$ cat src/rtl/sfu_ctrl_pkg.sv
// Shared types and defaults for the SFU accumulate/readout controller.
package sfu_ctrl_pkg;

    localparam int INPUT_CH = 16;
    localparam int PASS_BW  = 4;

    // Counter width that still works for a degenerate single-channel bank.
    function automatic int cnt_w(input int n);
        return (n > 1) ? $clog2(n) : 1;
    endfunction

    localparam int CNT_W = cnt_w(INPUT_CH);

    typedef enum logic [2:0] {
        S_IDLE,
        S_CLEAR,
        S_ACC,
        S_PTR_RST,
        S_OUT,
        S_DONE
    } state_t;

endpackage

$ cat src/rtl/sfu_ctrl_mod_counter.sv
// Modulo-N event counter; wrap flags the increment that returns it to zero.
module mod_counter
    import sfu_ctrl_pkg::*;
#(
    parameter int N = INPUT_CH,
    localparam int W = cnt_w(N)
) (
    input  logic         clk,
    input  logic         reset,
    input  logic         inc,
    input  logic         clr,
    output logic [W-1:0] count,
    output logic         wrap
);

    assign wrap = inc && (count == W'(N - 1));

    always_ff @(posedge clk) begin
        if (reset || clr) begin
            count <= '0;
        end else if (inc) begin
            count <= wrap ? '0 : count + 1'b1;
        end
    end

endmodule

$ cat src/rtl/sfu_ctrl.sv
// Sequences SFU clear, multi-pass psum accumulation and ReLU readout for one job.
module sfu_ctrl
    import sfu_ctrl_pkg::*;
#(
    parameter int input_ch = INPUT_CH,
    parameter int pass_bw  = PASS_BW
) (
    input  logic               clk,
    input  logic               reset,
    input  logic               start,
    input  logic [pass_bw-1:0] num_pass,
    input  logic               src_valid,
    output logic               src_rd,
    output logic               sfu_valid,
    output logic               sfu_enable,
    output logic               sfu_clr,
    output logic               sfu_reset_ptr,
    output logic               sfu_out_en,
    input  logic               out_ready,
    output logic               out_valid,
    output logic               busy,
    output logic               done
);

    localparam int CW = cnt_w(input_ch);

    state_t             state, next_state;
    logic [pass_bw-1:0] pass_cnt;
    logic [pass_bw-1:0] pass_last;
    logic [CW-1:0]      ch_cnt, out_cnt;
    logic               ch_wrap, out_wrap;
    logic               in_clear;
    logic               out_en_p1;

    assign in_clear = (state == S_CLEAR);

    mod_counter #(.N(input_ch)) u_ch_cnt (
        .clk   (clk),
        .reset (reset),
        .inc   (src_rd),
        .clr   (in_clear),
        .count (ch_cnt),
        .wrap  (ch_wrap)
    );

    mod_counter #(.N(input_ch)) u_out_cnt (
        .clk   (clk),
        .reset (reset),
        .inc   (sfu_out_en),
        .clr   (in_clear),
        .count (out_cnt),
        .wrap  (out_wrap)
    );

    always_ff @(posedge clk) begin
        if (reset) begin
            state <= S_IDLE;
        end else begin
            state <= next_state;
        end
    end

    // Job configuration and pass bookkeeping; a pass count of 0 runs one pass.
    always_ff @(posedge clk) begin
        if (reset) begin
            pass_last <= '0;
            pass_cnt  <= '0;
            out_en_p1 <= 1'b0;
        end else begin
            if (state == S_IDLE && start) begin
                pass_last <= (num_pass == '0) ? '0 : num_pass - 1'b1;
            end
            if (in_clear) begin
                pass_cnt <= '0;
            end else if (state == S_PTR_RST) begin
                pass_cnt <= pass_cnt + 1'b1;
            end
            out_en_p1 <= sfu_out_en;
        end
    end

    always_comb begin
        next_state = state;
        case (state)
            S_IDLE:    if (start) next_state = S_CLEAR;
            S_CLEAR:   next_state = S_ACC;
            S_ACC:     if (ch_wrap) next_state = S_PTR_RST;
            S_PTR_RST: next_state = (pass_cnt == pass_last) ? S_OUT : S_ACC;
            S_OUT:     if (out_wrap) next_state = S_DONE;
            S_DONE:    next_state = S_IDLE;
            default:   next_state = S_IDLE;
        endcase
    end

    // Every output is forced low while reset is held, even mid-job.
    always_comb begin
        src_rd        = 1'b0;
        sfu_clr       = 1'b0;
        sfu_reset_ptr = 1'b0;
        sfu_out_en    = 1'b0;
        done          = 1'b0;
        busy          = 1'b0;
        if (!reset) begin
            busy = (state != S_IDLE);
            case (state)
                S_CLEAR:   sfu_clr       = 1'b1;
                S_ACC:     src_rd        = src_valid;
                S_PTR_RST: sfu_reset_ptr = 1'b1;
                S_OUT:     sfu_out_en    = out_ready;
                S_DONE:    done          = 1'b1;
                default:   ;
            endcase
        end
        sfu_valid  = src_rd;
        sfu_enable = src_rd;
        out_valid  = out_en_p1 & ~reset;
    end

endmodule
$ cat config.mk
export PLATFORM = sky130hd
export DESIGN_NAME = sfu_ctrl
export DESIGN_NICKNAME = d
export VERILOG_FILES = /design/src/rtl/sfu_ctrl_pkg.sv /design/src/rtl/sfu_ctrl_mod_counter.sv /design/src/rtl/sfu_ctrl.sv
export SDC_FILE = /design/constraint.sdc
export NUM_CORES = 1
export LEC_CHECK = 0
export BUFFER_PORTS_ARGS = -buffer_cell sky130_fd_sc_hd__clkbuf_2
export CAP_MARGIN = 20
export CORE_ASPECT_RATIO = 1.2
export CORE_MARGIN = 10
export CORE_UTILIZATION = 58
export CTS_CLUSTER_SIZE = 24
export DETAILED_ROUTE_END_ITERATION = 8
export PLACE_DENSITY = 0.94
export SLEW_MARGIN = 20
export SYNTH_ARGS = -nofsm -noshare
export SYNTH_HDL_FRONTEND = slang
export SYNTH_SLANG_ARGS = --single-unit
$ cat constraint.sdc
create_clock -name clk -period 2.6 [get_ports clk]
set_input_delay 0.26 -clock clk [delete_from_list [all_inputs] [get_ports clk]]
set_output_delay 0.26 -clock clk [all_outputs]
set_load 0.02 [all_outputs]
==> results of run 1 <==
-- critical path, stage by stage, from the launching register on --
cell and delay [ns]:
dfxtp_1 0.58, or4b_4 0.55, nor2_1 0.11, clkbuf_2 0.18
-- worst paths after layout --
kind,cells past startpoint,start,to
hold / removal,3,out_ready,u_out_cnt.count[3]$_SDFFE_PP0P_
setup reg to reg,3,state[2]$_SDFFE_PP0P_,state[0]$_SDFFE_PP0P_
hold reg to reg,2,pass_last[3]$_SDFFE_PP0P_,pass_last[3]$_SDFFE_PP0P_
setup / recovery,3,state[2]$_SDFFE_PP0P_,sfu_out_en
-- logic make-up (layout without fill, tap and decap cells) --
| logic type | Yosys count | count (layout) | share of synthesized area |
|---|---|---|---|
| compound gates | 28 | 28 | 0.160 |
| xor+xnor | 6 | 6 | 0.0484 |
| mux | 3 | 3 | 0.0277 |
| fa+ha+maj | 3 | 3 | 0.0346 |
| buf+inv | 13 | 26 | 0.0542 |
| simple gates | 55 | 55 | 0.306 |
| flops | 20 | 20 | 0.369 |
-- flip-flops by register name, indices dropped and copies added, names as in the netlist --
register,count
u_ch_cnt.count,4
u_out_cnt.count,4
pass_last,4
pass_cnt,4
out_en_p1,1
state,3
-- layout make-up --
| type | count | area (sq um) | area share |
|---|---|---|---|
| multi-input cells | 95 | 626 | 0.519 |
| flip-flops and latches | 20 | 400 | 0.332 |
| repair buffers | 17 | 85.1 | 0.0705 |
| clock inverters | 1 | 30.0 | 0.0249 |
| well taps | 19 | 23.8 | 0.0197 |
| clock buffers | 3 | 22.5 | 0.0187 |
| inverters | 5 | 18.8 | 0.0156 |
-- per-layer routing --
| layer | vias up | GRT usage | routed length [microns] | share of wire |
|---|---|---|---|---|
| met5 | - | 0 | 0 | 0 |
| met4 | 0 | 0.0517 | 43 | 0.019 |
| met3 | 6 | 0.0319 | 127 | 0.056 |
| met2 | 25 | 0.223 | 1130 | 0.49 |
| met1 | 458 | 0.144 | 990 | 0.43 |
| li1 | 502 | - | - | - |
-- cell usage after synthesis (all sizes together) (4+ instances only) --
cell / number / share of area
a21oi: 12 / 0.055
a311oi: 4 / 0.032
clkbuf: 5 / 0.018
dfxtp: 20 / 0.37
inv: 5 / 0.017
nand2: 4 / 0.014
nand3: 8 / 0.037
nand3b: 4 / 0.028
nor2: 13 / 0.045
nor3: 4 / 0.018
o21ai: 7 / 0.032
xor2: 5 / 0.040
-- metrics by stage --
stage	hold WS [ns]	cells
CTS	0.251	160
floorplan	0.408	128
finish	0.259	160
detailed placement	0.469	156
global placement	0.459	156
global route	0.274	160
-- cell usage in the layout (no fill, tap or decap), drive strengths merged --
cell,count
o41ai,2
or3b,3
nor4b,2
nand2,4
nand2b,3
bufinv,1
nor2b,2
xnor2,1
and3,2
inv,5
clkbuf,20
nor2,13
or3,1
nor3,4
or4,2
nor3b,1
o311ai,2
or4b,2
ha,3
nand4b,2
dfxtp,20
a21oi,12
xor2,5
mux2i,3
and4b,2
a311oi,4
o21ai,7
nand3,8
nand3b,4
a31o,1
-- power by group --
group	total (mW)	internal, mW	switching [mW]
Combinational	0.0716	0.0293	0.0423
Sequential	0.331	0.316	0.0153
Clock	0.250	0.155	0.0949
Total	0.653	0.501	0.152
==> reports/metrics.csv, run 1 <==
metric,value,unit
power,0.653,mW
dp_slack,0.794,ns
clockBufferDepth,2,
clk_pin_slew_worst_paths,0.12,ns
cp_max_fo,15,
die_w,59.5,microns
diodes,0,
drtAntennaViolNets,0,
core-area,0.00181,sq mm
crit_type,reg -> out,
fin_crit_sh,0.753,
initial_core_util,0.600,
start_kind,flop,
cp_data_arrival_time,1.70,ns
tns,0,ns
synth.yosys.seq_area_share,0.369,
route.detailed.drc,0,
status,finished clean,
power_density,541,mW/mm^2
insertion_delay,0.29,ns
ys.flop_type,dfxtp_1,
grt-ovfl-total,0,
htreeDepth,1,
setup_slack,0.642,ns
ys_ff_latch,20,
worst_pin_slew,0.863,ns
rsz0062_at_grt,no,
hold_class,in -> reg,
grt_pass1_wl,4280,microns
peakVddDrop,317,uV
yosys_warnings,0,
fmax,511,MHz
antenna_found_initial,0,
drtPass1Iterations,4,
grt_max_degree,19,
root_buffer,clkbuf_4,
fin_util,0.667,
clkSinkCount,20,
port_buffers,17,
finClkSkew,0.00555,ns
synthesis.nets,140,
leakagePower,0.503,nW
syn_to_final_growth,11.2,%
gp_congestion,0.783,
wl_per_cell,14.3,microns
syn_avg_cell_area,8.47,sq um
num_vias,991,
pin_count,18,
cts_setup_buffers,0,
grt_use_total,0.128,
placed_area,0.00115,sq mm
finalSetupViolCount,0,
synth_area,0.00108,sq mm
synth_cell_types,33,
drtIter0Drc,24,
place_hpwl,1740,microns
die-area,0.00401,sq mm
n_fill_cell,138,
rows,17,
async_flop_share,0,
die_y,67.4,microns
rrSetupSlack,0.75,ns
cts_tree,done,
wl,2290,microns
crit_path_end_kind,output port,
drv_cap,0,
synth-edff-count,0,
drive_gt1_frac,0.191,
cts_buffers,3,
layout.nets,154,
period_minus_slack,1.96,ns
cts_resized,0,
hold_violations,0,
avgViaCountPerCell,6.19,
final_cell_area,0.00121,sq mm
relSlewSlack,0.417,
drv_slew,0,
cp.required,2.34,ns
holdBufCountCts,0,
synthCells,128,
grt_pass1_vias,1007,
(Power assumes the default switching activity.)
==> inputs of run 2 (changes only) <==
- CORE_UTILIZATION: 58 -> 54
- PLACE_DENSITY: 0.94 -> 0.89
- clock period: 2.6 -> 2 ns (I/O delays scaled with it)
==> reports/metrics.csv, run 2 (synthesis results as in run 1) <==
metric,value,unit,change
status,finished clean,,unchanged
period_minus_slack,1.88,ns,
layout.nets,160,,was 154
cp_max_fo,14,,was 15
drtIter0Drc,48,,was 24
rrSetupSlack,0.32,ns,was 0.75 ns
rsz0062_at_grt,no,,unchanged
avgViaCountPerCell,6.35,,was 6.19
drtAntennaViolNets,0,,unchanged
cts_setup_buffers,0,,unchanged
gp_congestion,0.784,,was 0.783
port_buffers,17,,unchanged
antenna_found_initial,0,,unchanged
drv_slew,0,,unchanged
worstHoldPathCells,3,,unchanged
insertion_delay,0.31,ns,was 0.29 ns
drv_cap,0,,unchanged
drive_gt1_frac,0.224,,was 0.191
holdBufCountCts,0,,unchanged
clockBufferDepth,2,,unchanged
fin_crit_sh,0.939,,
reg2reg_depth,3,,unchanged
place_hpwl,2070,microns,was 1740 microns
power_density,624,mW/mm^2,was 541 mW/mm^2
cts_buffers,3,,unchanged
hold_violations,0,,unchanged
syn_to_final_growth,13.8,%,was 11.2%
hold_path_startpoint,num_pass[0],,was out_ready
relSlewSlack,0.654,,was 0.417
dp_slack,0.350,ns,was 0.794 ns
grt_max_degree,17,,was 19
clk_pin_slew_worst_paths,0.11,ns,was 0.12 ns
final_common_cell,dfxtp_1,,unchanged
htreeDepth,1,,unchanged
wl,2590,microns,was 2290 microns
cp_data_arrival_time,1.68,ns,was 1.70 ns
hold_end,pass_last[1]$_SDFFE_PP0P_,,was u_out_cnt.count[3]$_SDFFE_PP0P_
wl_per_cell,15.6,microns,was 14.3 microns
cts_tree,done,,unchanged
pin_count,18,,unchanged
leakagePower,0.527,nW,was 0.503 nW
peakVddDrop,484,uV,was 317 uV
die_y,69.1,microns,was 67.4 microns
start_kind,flop,,unchanged
crit_path_end_kind,output port,,unchanged
clkSinkCount,20,,unchanged
r2r_start,state[2]$_SDFFE_PP0P_,,unchanged
diodes,0,,unchanged
drtPass1Iterations,4,,unchanged
hold_class,in -> reg,,unchanged
cp.required,1.80,ns,was 2.34 ns
final_cell_mix,"dfxtp_1, clkbuf_2, nor2_1, a21oi_1, nand3_1",,unchanged
finalSetupViolCount,0,,unchanged
route.detailed.drc,0,,unchanged
worst_pin_slew,0.518,ns,was 0.863 ns
grt_pass1_vias,1047,,"was 1,007"
tns,0,ns,unchanged
root_buffer,clkbuf_4,,unchanged
initial_core_util,0.580,,was 0.600
core-area,0.00187,sq mm,was 0.00181 sq mm
die_w,60.9,microns,was 59.5 microns
die-area,0.00421,sq mm,was 0.00401 sq mm
grt_pass1_wl,4400,microns,was 4280 microns
num_vias,1054,,was 991
rows,17,,unchanged
grt-ovfl-total,0,,unchanged
fmax,532,MHz,
grt_use_total,0.128,,about the same
cts_resized,0,,unchanged
crit_type,reg -> out,,unchanged
setup_slack,0.121,ns,was 0.642 ns
fin_util,0.660,,was 0.667
r2r-end,u_out_cnt.count[0]$_SDFFE_PP0P_,,was state[0]$_SDFFE_PP0P_
finClkSkew,0.00355,ns,was 0.00555 ns
[run 2: cell count changes in the layout (fill, tap and decap cells not counted), sizes merged]
cell,delta
buf,+6
bufinv,-1
clkbuf,+1
[run 2: layout make-up]
| type | instances | area (sq um) |
|---|---|---|
| Fill cell | 152 | 637 |
| Multi-Input combinational cell | 95 | 626 |
| Sequential cell | 20 | 400 |
| Clock buffer | 4 | 36.3 |
| Inverter | 5 | 18.8 |
| Timing Repair Buffer | 23 | 130 |
| Tap cell | 19 | 23.8 |
[run 2: worst max-delay path: stages (launching register included)]
cell	delay, ns
dfxtp_1	0.32
buf_4	0.18
or3b_2	0.50
nor2_1	0.17
clkbuf_2	0.20
[run 2: where the power goes]
group	switching (mW)	internal (mW)	leakage [nW]
Sequential	0.00907	0.410	0.162
Clock	0.123	0.111	0.0210
Combinational	0.0701	0.0464	0.344
Total	0.202	0.568	0.527
[run 2: layer usage]
| layer | global-route usage | routed length (microns) | vias to the layer above |
|---|---|---|---|
| met5 | 0 | 0 | - |
| met2 | 0.223 | 1370 | 48 |
| met4 | 0.0511 | 65 | 0 |
| met1 | 0.136 | 1000 | 488 |
| met3 | 0.0366 | 148 | 9 |
| li1 | - | - | 509 |
[run 2: worst max path at each step]
| stage | cells past startpoint | slack [ns] | from | endpoint |
|---|---|---|---|---|
| global route | 4 | 0.02 | state[0]$_SDFFE_PP0P_ | sfu_valid |
| global placement | 3 | 0.47 | state[2]$_SDFFE_PP0P_ | u_out_cnt.count[0]$_SDFFE_PP0P_ |
| CTS | 4 | 0.12 | state[0]$_SDFFE_PP0P_ | sfu_valid |
| finish | 4 | 0.12 | state[0]$_SDFFE_PP0P_ | sfu_valid |
| detailed placement | 3 | 0.35 | state[2]$_SDFFE_PP0P_ | u_out_cnt.count[0]$_SDFFE_PP0P_ |
| floorplan | 3 | 0.41 | state[0]$_SDFFE_PP0P_ | sfu_valid |
[run 2: stage by stage]
| step | hold WS [ns] | instance area (sq um) | power [mW] | std cells |
|---|---|---|---|---|
| after floorplan | 0.348 | 1080 | 0.504 | 128 |
| after global placement | 0.463 | 1200 | 0.537 | 162 |
| after detailed placement | 0.472 | 1200 | 0.544 | 162 |
| after CTS | 0.178 | 1230 | 0.770 | 166 |
| after global routing | 0.201 | 1230 | 0.812 | 166 |
| final | 0.172 | 1230 | 0.770 | 166 |
==> inputs of run 3 (changes only) <==
- CORE_UTILIZATION: 54 -> 40
- PLACE_DENSITY: 0.89 -> 0.72
- SYNTH_HIERARCHICAL: default -> 1
==> reports/metrics.csv, run 3 <==
metric,value,unit,change
status,finished clean,,unchanged
place_hpwl,1820,microns,was 2070 microns
rsz0062_at_grt,no,,unchanged
synth.area.top_cells,"dfxtp_1, nand2_1, nor3_1",,"was dfxtp_1, a21oi_1, nor2_1"
grt_pass1_vias,940,,"was 1,047"
avgViaCountPerCell,5.42,,was 6.35
cts_resized,0,,unchanged
grt_use_total,0.0950,,was 0.128
use_met2,0.160,,was 0.223
cts_setup_buffers,0,,unchanged
cp.required,1.80,ns,about the same
final-instance-count-excl-fill,178,,was 166
synth_commonest_cells,"dfxtp_1, nand2_1, nor3_1",,"was dfxtp_1, nor2_1, a21oi_1"
yosys.area.top_type,dfxtp_1,,unchanged
grt-ovfl-total,0,,unchanged
clkSinkCount,20,,unchanged
grt_max_degree,27,,was 17
wl,2380,microns,was 2590 microns
hold_class,in -> reg,,unchanged
synth_cell_types,35,,was 33
relSlewSlack,0.700,,was 0.654
final_cell_mix,"dfxtp_1, clkbuf_2, nand2_1, nor3_1, nor2_1",,"was dfxtp_1, clkbuf_2, nor2_1, a21oi_1, nand3_1"
finalSetupViolCount,0,,unchanged
synthesis.nets,137,,was 140
htreeDepth,1,,unchanged
cts_tree,done,,unchanged
drtAntennaViolNets,0,,unchanged
yosysMostFrequentCell,dfxtp_1,,unchanged
power,0.716,mW,was 0.770 mW
cts_buffers,3,,unchanged
ys_ff_latch,20,,unchanged
layout.nets,159,,was 160
hold_violations,0,,unchanged
die-area,0.00515,sq mm,was 0.00421 sq mm
grtUsageMet1,0.116,,was 0.136
start_kind,flop,,unchanged
global_route.peak_usage_layer,met2,,unchanged
route.detailed.drc,0,,unchanged
drtIter0Drc,68,,was 48
syn_avg_cell_area,8.56,sq um,was 8.47 sq um
root_buffer,clkbuf_4,,unchanged
holdBufCountCts,0,,unchanged
synth.yosys.seq_area_share,0.374,,was 0.369
synthCells,125,,was 128
rrSetupSlack,0.29,ns,was 0.32 ns
clockBufferDepth,2,,unchanged
die_w,67.2,microns,was 60.9 microns
yosys_warnings,6,,was 0
fin_crit_sh,0.896,,was 0.939
clk_pin_slew_worst_paths,0.11,ns,about the same
async_flop_share,0,,unchanged
crit_path_end_kind,output port,,unchanged
period_minus_slack,1.79,ns,was 1.88 ns
synth_area,0.00107,sq mm,was 0.00108 sq mm
gp_congestion,0.755,,was 0.784
antenna_found_initial,0,,unchanged
final_common_cell,dfxtp_1,,unchanged
finClkSkew,0.00365,ns,was 0.00355 ns
drive_gt1_frac,0.241,,was 0.224
num_vias,964,,"was 1,054"
dp_cells,175,,was 162
insertion_delay,0.29,ns,was 0.31 ns
core-area,0.00255,sq mm,was 0.00187 sq mm
synth_top_area_frac,0.374,,was 0.369
peakVddDrop,379,uV,was 484 uV
grt_pass1_wl,4110,microns,was 4400 microns
drv_cap,0,,unchanged
synth-edff-count,0,,unchanged
met3_usage,0.0203,,was 0.0366
port_buffers,17,,unchanged
fmax,558,MHz,was 532 MHz
rows,20,,was 17
dp_slack,0.310,ns,was 0.350 ns
diodes,0,,unchanged
wl_per_cell,13.4,microns,was 15.6 microns
power_density,572,mW/mm^2,was 624 mW/mm^2
die_y,76.7,microns,was 69.1 microns
cp_max_fo,15,,was 14
n_fill_cell,278,,was 152
worst_pin_slew,0.449,ns,was 0.518 ns
leakagePower,0.458,nW,was 0.527 nW
syn_to_final_growth,17.0,%,was 13.8%
setup_slack,0.209,ns,was 0.121 ns
tns,0,ns,unchanged
cp_data_arrival_time,1.59,ns,was 1.68 ns
pin_count,18,,unchanged
drv_slew,0,,unchanged
initial_core_util,0.419,,was 0.580
hold_ws,0.172,ns,about the same
ys.flop_type,dfxtp_1,,unchanged
drtPass1Iterations,4,,unchanged
crit_type,reg -> out,,unchanged
[run 3: cell types whose count changed in the layout (fill, tap and decap cells not counted), moves of 4 or more]
cell / change
a21oi_1: -5
nand2_1: +10
nor2_1: -5
nor3_1: +5
o21ai_0: -4
inv_1: -4
[run 3: worst paths after layout]
kind / cells after the start / endpoint / startpoint
min reg2reg: 2 / pass_last[0]$_SDFFE_PP0P_ / pass_last[0]$_SDFFE_PP0P_
max: 6 / src_rd / state[1]$_SDFFE_PP0P_
min: 2 / out_en_p1$_SDFF_PP0_ / out_ready
max reg2reg: 7 / state[0]$_SDFFE_PP0P_ / state[1]$_SDFFE_PP0P_
[run 3: cells by family after synthesis]
group                      synth area share
buffers and inverters                0.0374
xor gates and xnor gates             0.0491
DFF                                   0.374
and+or+nand+nor                       0.349
adders and majority gates            0.0351
AOI/OAI and AO/OA                     0.127
muxes                                0.0281
[run 3: per-layer routing]
| layer | vias up | wire [microns] |
|---|---|---|
| li1 | 500 | - |
| met1 | 448 | 1090 |
| met2 | 14 | 1180 |
| met3 | 2 | 97 |
| met4 | 0 | 13 |
| met5 | - | 0 |
[run 3: power by group]
part	switching (mW)	total (mW)	internal [mW]
clock	0.115	0.185	0.0699
sequential	0.00902	0.419	0.410
combinational	0.0664	0.113	0.0462
[run 3: area by class of cell]
| cell class | count | area, sq um | area share |
|---|---|---|---|
| multi-input cells | 97 | 646 | 0.516 |
| flip-flops and latches | 20 | 400 | 0.320 |
| repair buffers | 24 | 138 | 0.110 |
| well taps | 33 | 41.3 | 0.0330 |
| clock buffers | 3 | 22.5 | 0.0180 |
| inverters | 1 | 3.75 | 0.00300 |
[run 3: worst max-delay path, cell delays in order (launching register included)]
cell and delay (ns):
dfxtp_1 0.35, buf_4 0.19, nor2b_1 0.20, nand2_1 0.08, nor3_2 0.12, buf_4 0.18
clkbuf_2 0.18
[run 3: stage by stage]
step | utilization | cell area, sq um
3_5_place_dp | 0.481 | 1230
5_1_grt | 0.490 | 1250
2_1_floorplan | - | 1090
6_report | 0.490 | 1250
4_1_cts | 0.490 | 1250
3_3_place_gp | 0.481 | 1230
